--- config.mk ---
export PLATFORM = sky130hd
export DESIGN_NAME = clint_timer_flat
export DESIGN_NICKNAME = d
export VERILOG_FILES = /design/src/rtl/clint_timer_if.sv /design/src/rtl/clint_timer.sv /design/src/flat_wrapper.sv
export SDC_FILE = /design/constraint.sdc
export NUM_CORES = 1
export LEC_CHECK = 0
export ABC_AREA = 1
export CAP_MARGIN = 15
export CORE_ASPECT_RATIO = 1.25
export CORE_UTILIZATION = 25
export CTS_CLUSTER_SIZE = 24
export DETAILED_ROUTE_END_ITERATION = 7
export GPL_ROUTABILITY_DRIVEN = 1
export SETUP_SLACK_MARGIN = 0.2
export SLEW_MARGIN = 20
export SYNTH_ARGS = -nofsm -noshare
export SYNTH_HDL_FRONTEND = slang
export SYNTH_SLANG_ARGS = --single-unit
export TNS_END_PERCENT = 50
--- constraint.sdc ---
create_clock -name clk -period 16.3 [get_ports clk]
set_input_delay 4.075 -clock clk [delete_from_list [all_inputs] [get_ports clk]]
set_output_delay 4.075 -clock clk [all_outputs]
set_load 0.05 [all_outputs]
--- src/rtl/clint_timer_if.sv ---
// Data-memory-side register bus for the machine timer: select, strobes, word
// address and data, as driven by the MEM-WB stage and address decoder.
interface clint_timer_if;
  logic        sel;
  logic        rd_en;
  logic        wr_en;
  logic [4:0]  addr;
  logic [31:0] wdata;
  logic [31:0] rdata;

  modport master (
    output sel, rd_en, wr_en, addr, wdata,
    input  rdata
  );

  modport slave (
    input  sel, rd_en, wr_en, addr, wdata,
    output rdata
  );
endinterface

--- src/rtl/clint_timer.sv ---
// Machine timer: 64-bit mtime with prescaler, 64-bit mtimecmp, CTRL/STATUS,
// latched high-half read shadow and a registered level timer interrupt.
module clint_timer #(
  parameter int unsigned PRESCALE     = 1,
  parameter logic [63:0] RST_MTIMECMP = 64'hFFFF_FFFF_FFFF_FFFF
) (
  input  logic          clk,
  input  logic          rst,
  clint_timer_if.slave  bus,
  output logic          timer_interrupt
);

  localparam logic [2:0]  R_MTIME_LO = 3'd0;
  localparam logic [2:0]  R_MTIME_HI = 3'd1;
  localparam logic [2:0]  R_CMP_LO   = 3'd2;
  localparam logic [2:0]  R_CMP_HI   = 3'd3;
  localparam logic [2:0]  R_CTRL     = 3'd4;
  localparam logic [2:0]  R_STATUS   = 3'd5;
  localparam logic [15:0] PS_MAX     = 16'(PRESCALE - 1);

  logic [63:0] mtime, mtime_nxt;
  logic [63:0] mtimecmp, mtimecmp_nxt;
  logic [15:0] pcnt, pcnt_nxt;
  logic [31:0] hi_shadow, hi_shadow_nxt;
  logic        en, en_nxt;
  logic        ie, ie_nxt;
  logic        irq_nxt;
  logic        tick;
  logic        rd, wr;
  logic        pend;
  logic [2:0]  reg_idx;
  logic [1:0]  unused_addr_lsb;

  assign reg_idx         = bus.addr[4:2];
  assign unused_addr_lsb = bus.addr[1:0];
  assign rd              = bus.sel && bus.rd_en;
  assign wr              = bus.sel && bus.wr_en;
  assign tick            = en && (pcnt == PS_MAX);
  assign pend            = (mtime >= mtimecmp);

  always_comb begin
    pcnt_nxt      = pcnt;
    mtime_nxt     = mtime;
    mtimecmp_nxt  = mtimecmp;
    en_nxt        = en;
    ie_nxt        = ie;
    hi_shadow_nxt = hi_shadow;

    if (en) begin
      pcnt_nxt = tick ? 16'd0 : pcnt + 16'd1;
    end
    if (tick) begin
      mtime_nxt = mtime + 64'd1;
    end
    if (rd && (reg_idx == R_MTIME_LO)) begin
      hi_shadow_nxt = mtime[63:32];
    end

    // A software write to either mtime half wins over this cycle's increment.
    if (wr) begin
      case (reg_idx)
        R_MTIME_LO: begin
          mtime_nxt = {mtime[63:32], bus.wdata};
          pcnt_nxt  = 16'd0;
        end
        R_MTIME_HI: begin
          mtime_nxt = {bus.wdata, mtime[31:0]};
          pcnt_nxt  = 16'd0;
        end
        R_CMP_LO: mtimecmp_nxt = {mtimecmp[63:32], bus.wdata};
        R_CMP_HI: mtimecmp_nxt = {bus.wdata, mtimecmp[31:0]};
        R_CTRL: begin
          en_nxt = bus.wdata[0];
          ie_nxt = bus.wdata[1];
        end
        default: ;
      endcase
    end

    irq_nxt = ie_nxt && (mtime_nxt >= mtimecmp_nxt);
  end

  always_comb begin
    bus.rdata = 32'd0;
    if (rd) begin
      case (reg_idx)
        R_MTIME_LO: bus.rdata = mtime[31:0];
        R_MTIME_HI: bus.rdata = hi_shadow;
        R_CMP_LO:   bus.rdata = mtimecmp[31:0];
        R_CMP_HI:   bus.rdata = mtimecmp[63:32];
        R_CTRL:     bus.rdata = {30'd0, ie, en};
        R_STATUS:   bus.rdata = {31'd0, pend};
        default:    bus.rdata = 32'd0;
      endcase
    end
  end

  always_ff @(posedge clk or posedge rst) begin
    if (rst) begin
      mtime           <= 64'd0;
      mtimecmp        <= RST_MTIMECMP;
      pcnt            <= 16'd0;
      hi_shadow       <= 32'd0;
      en              <= 1'b0;
      ie              <= 1'b0;
      timer_interrupt <= 1'b0;
    end else begin
      mtime           <= mtime_nxt;
      mtimecmp        <= mtimecmp_nxt;
      pcnt            <= pcnt_nxt;
      hi_shadow       <= hi_shadow_nxt;
      en              <= en_nxt;
      ie              <= ie_nxt;
      timer_interrupt <= irq_nxt;
    end
  end

endmodule

--- src/flat_wrapper.sv ---
// flat-port wrapper written by rule: the top's interface ports become plain ports
module clint_timer_flat 
#(
  parameter int unsigned PRESCALE     = 1,
  parameter logic [63:0] RST_MTIMECMP = 64'hFFFF_FFFF_FFFF_FFFF
)
  (clk, rst, timer_interrupt, bus_sel, bus_rd_en, bus_wr_en, bus_addr, bus_wdata, bus_rdata);
  clint_timer_if bus_i ();
  input  logic clk;
  input  logic rst;
  output logic timer_interrupt;
  input wire logic [$bits(bus_i.sel)-1:0] bus_sel;
  input wire logic [$bits(bus_i.rd_en)-1:0] bus_rd_en;
  input wire logic [$bits(bus_i.wr_en)-1:0] bus_wr_en;
  input wire logic [$bits(bus_i.addr)-1:0] bus_addr;
  input wire logic [$bits(bus_i.wdata)-1:0] bus_wdata;
  output wire logic [$bits(bus_i.rdata)-1:0] bus_rdata;
  assign bus_i.sel = bus_sel;
  assign bus_i.rd_en = bus_rd_en;
  assign bus_i.wr_en = bus_wr_en;
  assign bus_i.addr = bus_addr;
  assign bus_i.wdata = bus_wdata;
  assign bus_rdata = bus_i.rdata;
  clint_timer #(.PRESCALE(PRESCALE), .RST_MTIMECMP(RST_MTIMECMP)) u_core (.clk(clk), .rst(rst), .bus(bus_i), .timer_interrupt(timer_interrupt));
endmodule
==> results of run 1 <==
[registers in the layout, indices dropped and copies added (netlist names)]
name / cells
u_core.ie: 1
u_core.mtimecmp: 64
u_core.pcnt: 16
u_core.hi_shadow: 32
u_core.mtime: 64
u_core.en: 1
u_core.timer_interrupt: 1
[cell families after synthesis]
kind of cell,Yosys count
AO/OA/AOI/OAI,426
XOR/XNOR,50
adder cells (fa/ha/maj),131
buffers and inverters,401
flip-flops,179
multiplexers,3
AND/OR/NAND/NOR,740
[synth_stat cells (42+ instances only)]
cell type,count
sky130_fd_sc_hd__nand2_1,356
sky130_fd_sc_hd__inv_1,320
sky130_fd_sc_hd__dfstp_2,64
sky130_fd_sc_hd__xor2_1,42
sky130_fd_sc_hd__ha_1,131
sky130_fd_sc_hd__o21ai_0,101
sky130_fd_sc_hd__nand3_1,61
sky130_fd_sc_hd__nor3_1,42
sky130_fd_sc_hd__clkbuf_1,49
sky130_fd_sc_hd__a221oi_1,85
sky130_fd_sc_hd__nor2_1,200
sky130_fd_sc_hd__a21oi_1,121
sky130_fd_sc_hd__dfrtp_1,115
sky130_fd_sc_hd__o22ai_1,84
[per-layer routing]
layer / up-vias / wire length, µm / track usage (%)
met5: - / 0 / 0
met4: 0 / 2400 / 9.57
met3: 107 / 1980 / 2.35
met2: 386 / 26200 / 32.8
met1: 6608 / 21600 / 21.4
li1: 6562 / - / -
[where the power goes]
group	internal [mW]	switching (mW)	total (mW)
Combinational	0.383	0.702	1.08
Sequential	0.608	0.175	0.783
Clock	0.236	0.210	0.446
Total	1.23	1.09	2.31
[critical path, cell delays in order]
cell and delay (ps):
sky130_fd_sc_hd__clkdlybuf4s50_1 620, sky130_fd_sc_hd__inv_1 150, sky130_fd_sc_hd__nor2_4 110, sky130_fd_sc_hd__buf_4 430
sky130_fd_sc_hd__buf_4 610, sky130_fd_sc_hd__a221oi_1 170, sky130_fd_sc_hd__nor2_1 180, sky130_fd_sc_hd__clkdlybuf4s50_1 830
[worst paths after layout]
| check | start | endpoint | slack [ps] | cells after the start |
|---|---|---|---|---|
| max in group asynchronous | rst | u_core.hi_shadow[13] | 10960 | 3 |
| min in group asynchronous | rst | u_core.hi_shadow[30] | 4040 | 2 |
| worst min register to register | u_core.hi_shadow[28] | u_core.hi_shadow[28] | 490 | 2 |
| worst max-delay path | bus_addr[2] | bus_rdata[20] | 4970 | 8 |
| worst min-delay path | u_core.hi_shadow[28] | u_core.hi_shadow[28] | 490 | 2 |
| worst max register to register | u_core.mtime[1] | u_core.timer_interrupt | 12130 | 20 |
[final cells by class]
type                       count  share of cell area (%)
multi-input combinational   1350                    49.4
sequential                   179                    28.3
inverter                     331                    7.75
tap                          735                    5.70
timing repair buffer          86                    5.12
clock buffer                  19                    2.75
clock inverter                13                    1.01
[per-stage QoR]
step / util, % / instance area, µm² / setup WS [ps] / instances
after floorplan: - / 14000 / 6440 / 1930
after global placement: 28.1 / 15500 / 4930 / 2681
after detailed placement: 28.1 / 15500 / 4950 / 2681
after CTS: 29.2 / 16100 / 4930 / 2713
after global routing: 29.2 / 16100 / 4770 / 2713
final: 29.2 / 16100 / 4970 / 2713
==> flow_metrics.env, run 1 <==
export IMPL_outcome="finished, final reports clean"
export IMPL_cts_buffers_inserted=17
export IMPL_routabilityCongestion=0.967
export IMPL_detail_route_vias_per_cell=5.04
export IMPL_post_synth_instance_area_um2=14000
export IMPL_insertion_delay_ps=480
export IMPL_fin_worst_skew_ps=17.9
export IMPL_postRouteWirelength_mm=52.1
export IMPL_remaining_max_slew_budget_at_the_tightest_pin_pct=28.2
export IMPL_vias_after_detailed_routing=13663
export IMPL_timing_final_crit_period_ps=11330
export IMPL_globalRouteTotalUtil_pct=18.4
export IMPL_critical_path_peak_fanout=50
export IMPL_area_delta_synth_final_pct=14.8
export IMPL_die_area_um2=57100
export IMPL_crit_path_start_kind="primary input"
export IMPL_synth_seq_cells=179
export IMPL_cellLeakagePower_nw=7.26
export IMPL_timing_final_max_slew_violations=0
export IMPL_synth_fp_nets=2103
export IMPL_rows=96
export IMPL_cts_max_path_buffers=2
export IMPL_cts_resized=0
export IMPL_max_freq_ghz=0.0882
export IMPL_post_synth_top_area_fraction_pct=20.5
export IMPL_synthArstFlopShare_pct=100
export IMPL_synthTopCellsByArea="sky130_fd_sc_hd__dfrtp_1 (21%), sky130_fd_sc_hd__dfstp_2 (12%), sky130_fd_sc_hd__ha_1 (12%), sky130_fd_sc_hd__nand2_1 (9.5%), sky130_fd_sc_hd__inv_1 (8.6%)"
export IMPL_antenna_diode_count=0
export IMPL_fillerInstances=5983
export IMPL_initialDrtViolationCount=1052
export IMPL_synthesis_instances=1930
export IMPL_totalNegativeSetupSlack_ps=0
export IMPL_synth_seq_area_share_pct=32.5
export IMPL_cts_root_buf="sky130_fd_sc_hd__clkbuf_16"
export IMPL_synth_edff_count=0
export IMPL_synth_compound_gate_area_share_pct=18.8
export IMPL_post_synth_cell_area_avg_um2=7.27
export IMPL_synth_flop_cell="sky130_fd_sc_hd__dfrtp_1"
export IMPL_synth_largest_area_cell="sky130_fd_sc_hd__dfrtp_1"
export IMPL_wl_per_cell_um=19.2
export IMPL_antenna_found_initial=0
export IMPL_cts_tree="done"
export IMPL_totalPowerFinal_mw=2.31
export IMPL_final_common_cell="sky130_fd_sc_hd__nand2_1"
export IMPL_die_width_um=214
export IMPL_io_pin_count=75
export IMPL_ctsHtreeMaxLevel=4
export IMPL_yosys_area_share_xor_xnor_pct=3.12
export IMPL_register_area_um2=4560
export IMPL_detail_route_first_pass_iterations=5
export IMPL_synthDistinctLibCells=46
export IMPL_dominant_combinational_cell_family_by_area_after_synthesis="simple AND/OR/NAND/NOR gates"
export IMPL_first_global_vias=13804
export IMPL_power_per_cell_area_nw_per_um2=144
export IMPL_tritoncts_num_sinks=179
export IMPL_cts_hold_buf=0
export IMPL_cts_repair_timing_setup_buffer_count=0
export IMPL_worst_ep_required_time_ps=12230
export IMPL_final_cell_mix="sky130_fd_sc_hd__nand2_1 (355), sky130_fd_sc_hd__inv_1 (319), sky130_fd_sc_hd__nor2_1 (200)"
export IMPL_final_nets=2138
export IMPL_port_buffer_count=72
export IMPL_die_height_um=267
export IMPL_fin_hold_ws_ps=491
export IMPL_initial_core_util_pct=25.5
export IMPL_worstSetupPathType="primary input to output pin"
export IMPL_cts_reportedPaths_clkPinSlew_ps=80
export IMPL_grt_overflow_total=0
export IMPL_hold_viol=0
export IMPL_drc=0
export IMPL_final_setup_viol_count=0
export IMPL_timing_max_cap_violations=0
export IMPL_multi_input_comb_area_um2=7960
export IMPL_core_area_um2=55100
export IMPL_multiplexer_fraction_of_the_synthesized_cell_area_pct=0.241
export IMPL_unrepaired_setup_endpoints_after_global_routing="no"
export IMPL_hold_path_class="flop to flop"
export IMPL_layout_worst_path_cycle_share_pct=69.5
export IMPL_synthesis_yosys_warnings=0
export IMPL_grt_pass1_wl_mm=80.6
export IMPL_synth_simple_area_share_pct=22.8
export IMPL_grt_max_degree=65
export IMPL_hpwlAfterDp_mm=39.7
export IMPL_final_layout_size_suffix_gt1_share_pct=7.99
export IMPL_ant_nets=0
export IMPL_crit_path_end_kind="output pin"
export IMPL_max_vdd_ir_drop_uv=83.6
export IMPL_worstMarginPinSlew_ps=1070
export IMPL_synth_fa_ha_area_share_pct=11.7
export IMPL_worst_endpoint_arrival_ps=7260
Power figures use the tool's default switching activity.
==> run 2, diff against run 1 <==
clock period = 9.65 ns   (was 16.3 ns; I/O delays follow)
==> flow_metrics.env, run 2 (same netlist as run 1, synthesis figures left out) <==
export IMPL_cts_buffers_inserted=17
export IMPL_dpl_cell_count=2681
export IMPL_worstMarginPinSlew_ps=1020
export IMPL_hold_path_class="flop to flop"
export IMPL_final_cell_mix="sky130_fd_sc_hd__nand2_1 (355), sky130_fd_sc_hd__inv_1 (319), sky130_fd_sc_hd__nor2_1 (200)"
export IMPL_largest_registers="u_core.mtime x64, u_core.mtimecmp x64, u_core.hi_shadow x32"
export IMPL_min_to="u_core.hi_shadow[24]"
export IMPL_hpwlAfterDp_mm=39.8
export IMPL_grt_overflow_total=0
export IMPL_routabilityCongestion=0.985
export IMPL_hold_viol=0
export IMPL_max_freq_ghz=0.125
export IMPL_detail_route_first_pass_iterations=7
export IMPL_unrepaired_setup_endpoints_after_global_routing="no"
export IMPL_initial_core_util_pct=25.5
export IMPL_ant_nets=0
export IMPL_rows=96
export IMPL_wl_per_cell_um=19.1
export IMPL_insertion_delay_ps=480
export IMPL_worst_endpoint_arrival_ps=5560
export IMPL_fin_ws_ps=1680
export IMPL_final_setup_viol_count=0
export IMPL_initialDrtViolationCount=1171
export IMPL_timing_final_crit_period_ps=7970
export IMPL_max_vdd_ir_drop_uv=143
export IMPL_cts_resized=0
export IMPL_totalNegativeSetupSlack_ps=0
export IMPL_crit_path_start_kind="primary input"
export IMPL_cts_max_path_buffers=2
export IMPL_r2r_start="u_core.pcnt[0]"
export IMPL_die_width_um=214
export IMPL_fin_worst_skew_ps=17.0
export IMPL_area_delta_synth_final_pct=14.8
export IMPL_first_global_vias=13692
export IMPL_layout_worst_path_cycle_share_pct=82.6
export IMPL_fin_util_pct=29.2
export IMPL_antenna_diode_count=0
export IMPL_fin_hold_ws_ps=493
export IMPL_worst_r2r_cell_count=19
export IMPL_worstSetupPathType="primary input to output pin"
export IMPL_detailedPlace_worstSlack_ps=1740
export IMPL_tritoncts_num_sinks=179
export IMPL_fillerInstances=5882
export IMPL_globalRouteTotalUtil_pct=18.3
export IMPL_outcome="finished, final reports clean"
export IMPL_register_area_um2=4560
export IMPL_final_nets=2138
export IMPL_postRouteWirelength_mm=51.9
export IMPL_core_area_um2=55100
export IMPL_grt_pass1_wl_mm=80.1
export IMPL_worst_ep_required_time_ps=7240
export IMPL_final_common_cell="sky130_fd_sc_hd__nand2_1"
export IMPL_post_route_cell_area_um2=16100
export IMPL_port_buffer_count=72
export IMPL_timing_reg2reg_setup_slack_ps=5050
export IMPL_cts_reportedPaths_clkPinSlew_ps=70
export IMPL_min_path_cells=2
export IMPL_die_height_um=267
export IMPL_cts_tree="done"
export IMPL_final_cell_count_no_fill=2713
export IMPL_critical_path_peak_fanout=34
export IMPL_cts_root_buf="sky130_fd_sc_hd__clkbuf_16"
export IMPL_multi_input_comb_area_um2=7960
export IMPL_cts_repair_timing_setup_buffer_count=0
export IMPL_timing_max_cap_violations=0
export IMPL_hold_start="u_core.hi_shadow[24]"
export IMPL_die_area_um2=57100
export IMPL_final_layout_size_suffix_gt1_share_pct=7.99
export IMPL_io_pin_count=75
export IMPL_timing_final_max_slew_violations=0
export IMPL_antenna_found_initial=0
export IMPL_cellLeakagePower_nw=7.25
export IMPL_totalPowerFinal_mw=3.87
export IMPL_drc=0
export IMPL_vias_after_detailed_routing=13697
export IMPL_grt_max_degree=91
export IMPL_power_per_cell_area_nw_per_um2=240
export IMPL_cts_hold_buf=0
export IMPL_ctsHtreeMaxLevel=4
export IMPL_reg2reg_to="u_core.timer_interrupt"
export IMPL_remaining_max_slew_budget_at_the_tightest_pin_pct=31.9
export IMPL_crit_path_end_kind="output pin"
export IMPL_postPlaceCellArea_um2=15500
export IMPL_detail_route_vias_per_cell=5.05
==> run 2: cell count changes in the layout (fill, tap and decap cells not counted), sizes merged <==
| cell | previous run | this run |
|---|---|---|
| clkinv | 4 | 7 |
| bufinv | 2 | 0 |
| clkinvlp | 1 | 0 |
==> run 2: worst max-delay path by stage <==
stage / start / endpoint / slack [ps] / cells after the start
global route: bus_addr[2] / bus_rdata[16] / 1490 / 9
CTS: bus_addr[2] / bus_rdata[18] / 1700 / 9
floorplan: rst / u_core.en / 2480 / 1
global placement: bus_addr[2] / bus_rdata[16] / 1730 / 9
finish: bus_addr[2] / bus_rdata[18] / 1680 / 9
detailed placement: bus_addr[2] / bus_rdata[18] / 1740 / 9
==> run 2: power by group <==
part           internal (mW)  switching (mW)  leakage (nW)  total [mW]
clock network          0.351           0.355         0.284       0.706
registers               1.03           0.293          2.06        1.32
logic                  0.649            1.19          4.91        1.84
==> run 2: critical path, cell delays in order <==
cell and delay (ps):
sky130_fd_sc_hd__clkdlybuf4s50_1 620, sky130_fd_sc_hd__inv_1 140, sky130_fd_sc_hd__nor2_1 340, sky130_fd_sc_hd__inv_2 390, sky130_fd_sc_hd__buf_4 370, sky130_fd_sc_hd__o22ai_1 230
sky130_fd_sc_hd__a221oi_1 80, sky130_fd_sc_hd__nor2_1 130, sky130_fd_sc_hd__clkdlybuf4s50_1 830
==> run 2: per-layer routing <==
layer	vias up	global-route usage, %	routed length (µm)	share of wire [%]
li1	6567	-	-	-
met1	6552	21.9	21600	42
met2	447	31.8	25500	49
met3	131	2.61	2260	4.4
met4	0	9.41	2560	4.9
met5	-	0	0	0
==> run 2: cell type report <==
class | count | share of cell area, %
flip-flops and latches | 179 | 28.3
repair buffers | 86 | 5.28
clock buffers | 19 | 2.75
clock inverters | 13 | 0.815
inverters | 331 | 7.75
well taps | 735 | 5.71
multi-input cells | 1350 | 49.4
==> run 3, diff against run 2 <==
clock period = 6.75 ns   (was 9.65 ns; I/O delays follow)
==> flow_metrics.env, run 3 (same netlist as run 1, synthesis figures left out) <==
export IMPL_outcome="finished, final reports clean"
export IMPL_final_nets=2146
export IMPL_min_path_cells=2
export IMPL_multi_input_comb_area_um2=7960
export IMPL_insertion_delay_ps=470
export IMPL_largest_registers="u_core.mtime x64, u_core.mtimecmp x64, u_core.hi_shadow x32"
export IMPL_drc=0
export IMPL_max_freq_ghz=0.162
export IMPL_final_layout_size_suffix_gt1_share_pct=9.26
export IMPL_reg2reg_to="u_core.timer_interrupt"
export IMPL_detail_route_first_pass_iterations=6
export IMPL_postRouteWirelength_mm=52.0
export IMPL_cts_hold_buf=0
export IMPL_worst_r2r_cell_count=19
export IMPL_max_vdd_ir_drop_uv=212
export IMPL_timing_final_crit_period_ps=6190
export IMPL_critical_path_slowest_cell="sky130_fd_sc_hd__clkdlybuf4s50_1"
export IMPL_worstSetupPathType="primary input to output pin"
export IMPL_core_area_um2=55100
export IMPL_cts_buffers_inserted=17
export IMPL_hold_viol=0
export IMPL_fillerInstances=5946
export IMPL_crit_path_start_kind="primary input"
export IMPL_first_global_vias=13698
export IMPL_final_common_cell="sky130_fd_sc_hd__nand2_1"
export IMPL_fin_ws_ps=563
export IMPL_final_cell_mix="sky130_fd_sc_hd__nand2_1 (355), sky130_fd_sc_hd__inv_1 (319), sky130_fd_sc_hd__nor2_1 (200)"
export IMPL_vias_after_detailed_routing=13705
export IMPL_cellLeakagePower_nw=7.32
export IMPL_die_height_um=267
export IMPL_rows=96
export IMPL_final_setup_viol_count=0
export IMPL_timing_final_max_slew_violations=0
export IMPL_grt_pass1_wl_mm=80.9
export IMPL_cts_tree="done"
export IMPL_area_delta_synth_final_pct=15.0
export IMPL_io_pin_count=75
export IMPL_hpwlAfterDp_mm=40.6
export IMPL_dpl_cell_count=2689
export IMPL_crit_path_end_kind="output pin"
export IMPL_routabilityCongestion=1.03
export IMPL_cts_resized=0
export IMPL_r2r_start="u_core.pcnt[0]"
export IMPL_totalNegativeSetupSlack_ps=0
export IMPL_initial_core_util_pct=25.5
export IMPL_ctsHtreeMaxLevel=4
export IMPL_ant_nets=0
export IMPL_cts_reportedPaths_clkPinSlew_ps=70
export IMPL_die_area_um2=57100
export IMPL_cts_repair_timing_setup_buffer_count=0
export IMPL_worst_ep_required_time_ps=5060
export IMPL_cts_root_buf="sky130_fd_sc_hd__clkbuf_16"
export IMPL_grt_max_degree=93
export IMPL_register_area_um2=4560
export IMPL_port_buffer_count=72
export IMPL_tritoncts_num_sinks=179
export IMPL_antenna_diode_count=0
export IMPL_die_width_um=214
export IMPL_final_cell_count_no_fill=2721
export IMPL_worst_endpoint_arrival_ps=4500
export IMPL_detail_route_vias_per_cell=5.04
export IMPL_min_to="u_core.hi_shadow[7]"
export IMPL_layout_worst_path_cycle_share_pct=91.7
export IMPL_fin_worst_skew_ps=17.0
export IMPL_cts_max_path_buffers=2
export IMPL_globalRouteTotalUtil_pct=18.4
export IMPL_timing_reg2reg_setup_slack_ps=2210
export IMPL_initialDrtViolationCount=1088
export IMPL_detailedPlace_worstSlack_ps=614
export IMPL_remaining_max_slew_budget_at_the_tightest_pin_pct=32.8
export IMPL_critical_path_peak_fanout=25
export IMPL_wl_per_cell_um=19.1
export IMPL_cp_cell_sequence="clkdlybuf4s50_1 -> inv_1 -> nor2_1 -> inv_2 -> o22ai_1 -> a221oi_1 -> nor2_1 -> clkdlybuf4s50_1"
export IMPL_antenna_found_initial=1
export IMPL_hold_path_class="flop to flop"
export IMPL_power_per_cell_area_nw_per_um2=341
export IMPL_critPathMaxStageDelay_ps=840
export IMPL_worstMarginPinSlew_ps=1010
export IMPL_grt_overflow_total=0
export IMPL_hold_start="u_core.hi_shadow[7]"
export IMPL_timing_max_cap_violations=0
export IMPL_unrepaired_setup_endpoints_after_global_routing="no"
-- run 3: cell count changes in the layout (fill, tap and decap cells not counted), sizes merged --
cell	previous run	this run
buf	14	40
clkdlybuf4s50	72	54
clkinv	7	6
clkinvlp	0	3
inv	337	335
-- run 3: worst max-delay path by stage --
| stage | startpoint | endpoint | slack [ps] |
|---|---|---|---|
| 2_1_floorplan | rst | u_core.en | 310 |
| 3_3_place_gp | bus_addr[3] | u_core.timer_interrupt | 550 |
| 3_5_place_dp | bus_addr[3] | u_core.timer_interrupt | 610 |
| 4_1_cts | bus_addr[2] | bus_rdata[3] | 620 |
| 5_1_grt | bus_addr[2] | bus_rdata[4] | 420 |
| 6_report | bus_addr[2] | bus_rdata[4] | 560 |
-- run 3: metal layers --
| layer | wire, µm | up-vias | part of all wire [%] | GRT usage (%) |
|---|---|---|---|---|
| met5 | 16 | - | 0.031 | 0 |
| met4 | 2280 | 2 | 4.4 | 8.40 |
| met3 | 2130 | 107 | 4.1 | 2.34 |
| met2 | 25900 | 433 | 50 | 32.8 |
| met1 | 21700 | 6573 | 42 | 22.0 |
| li1 | - | 6590 | - | - |
-- run 3: through the flow --
stage / hold slack [ps] / cell area (µm²) / power [mW] / util [%]
after floorplan: 454 / 14000 / 3.59 / -
after global placement: 468 / 15600 / 4.42 / 28.3
after detailed placement: 474 / 15600 / 4.49 / 28.3
after CTS: 492 / 16100 / 5.51 / 29.3
after global routing: 519 / 16100 / 5.98 / 29.3
final: 491 / 16100 / 5.50 / 29.3
-- run 3: final cells by class --
| cell class | count | area share, % |
|---|---|---|
| multi-input cells | 1350 | 49.3 |
| clock inverters | 13 | 0.729 |
| repair buffers | 94 | 5.52 |
| well taps | 735 | 5.70 |
| flip-flops and latches | 179 | 28.2 |
| inverters | 331 | 7.74 |
| clock buffers | 19 | 2.74 |
-- run 3: report_power, final --
group	internal (mW)	switching, mW
clock	0.494	0.498
sequential	1.47	0.423
combinational	0.925	1.70
total	2.89	2.62
-- run 3: worst max-delay path, delay by kind of cell --
family	cells	cell delay (ps)
compound gates	2	340
simple gates	2	500
buf+inv	4	1940
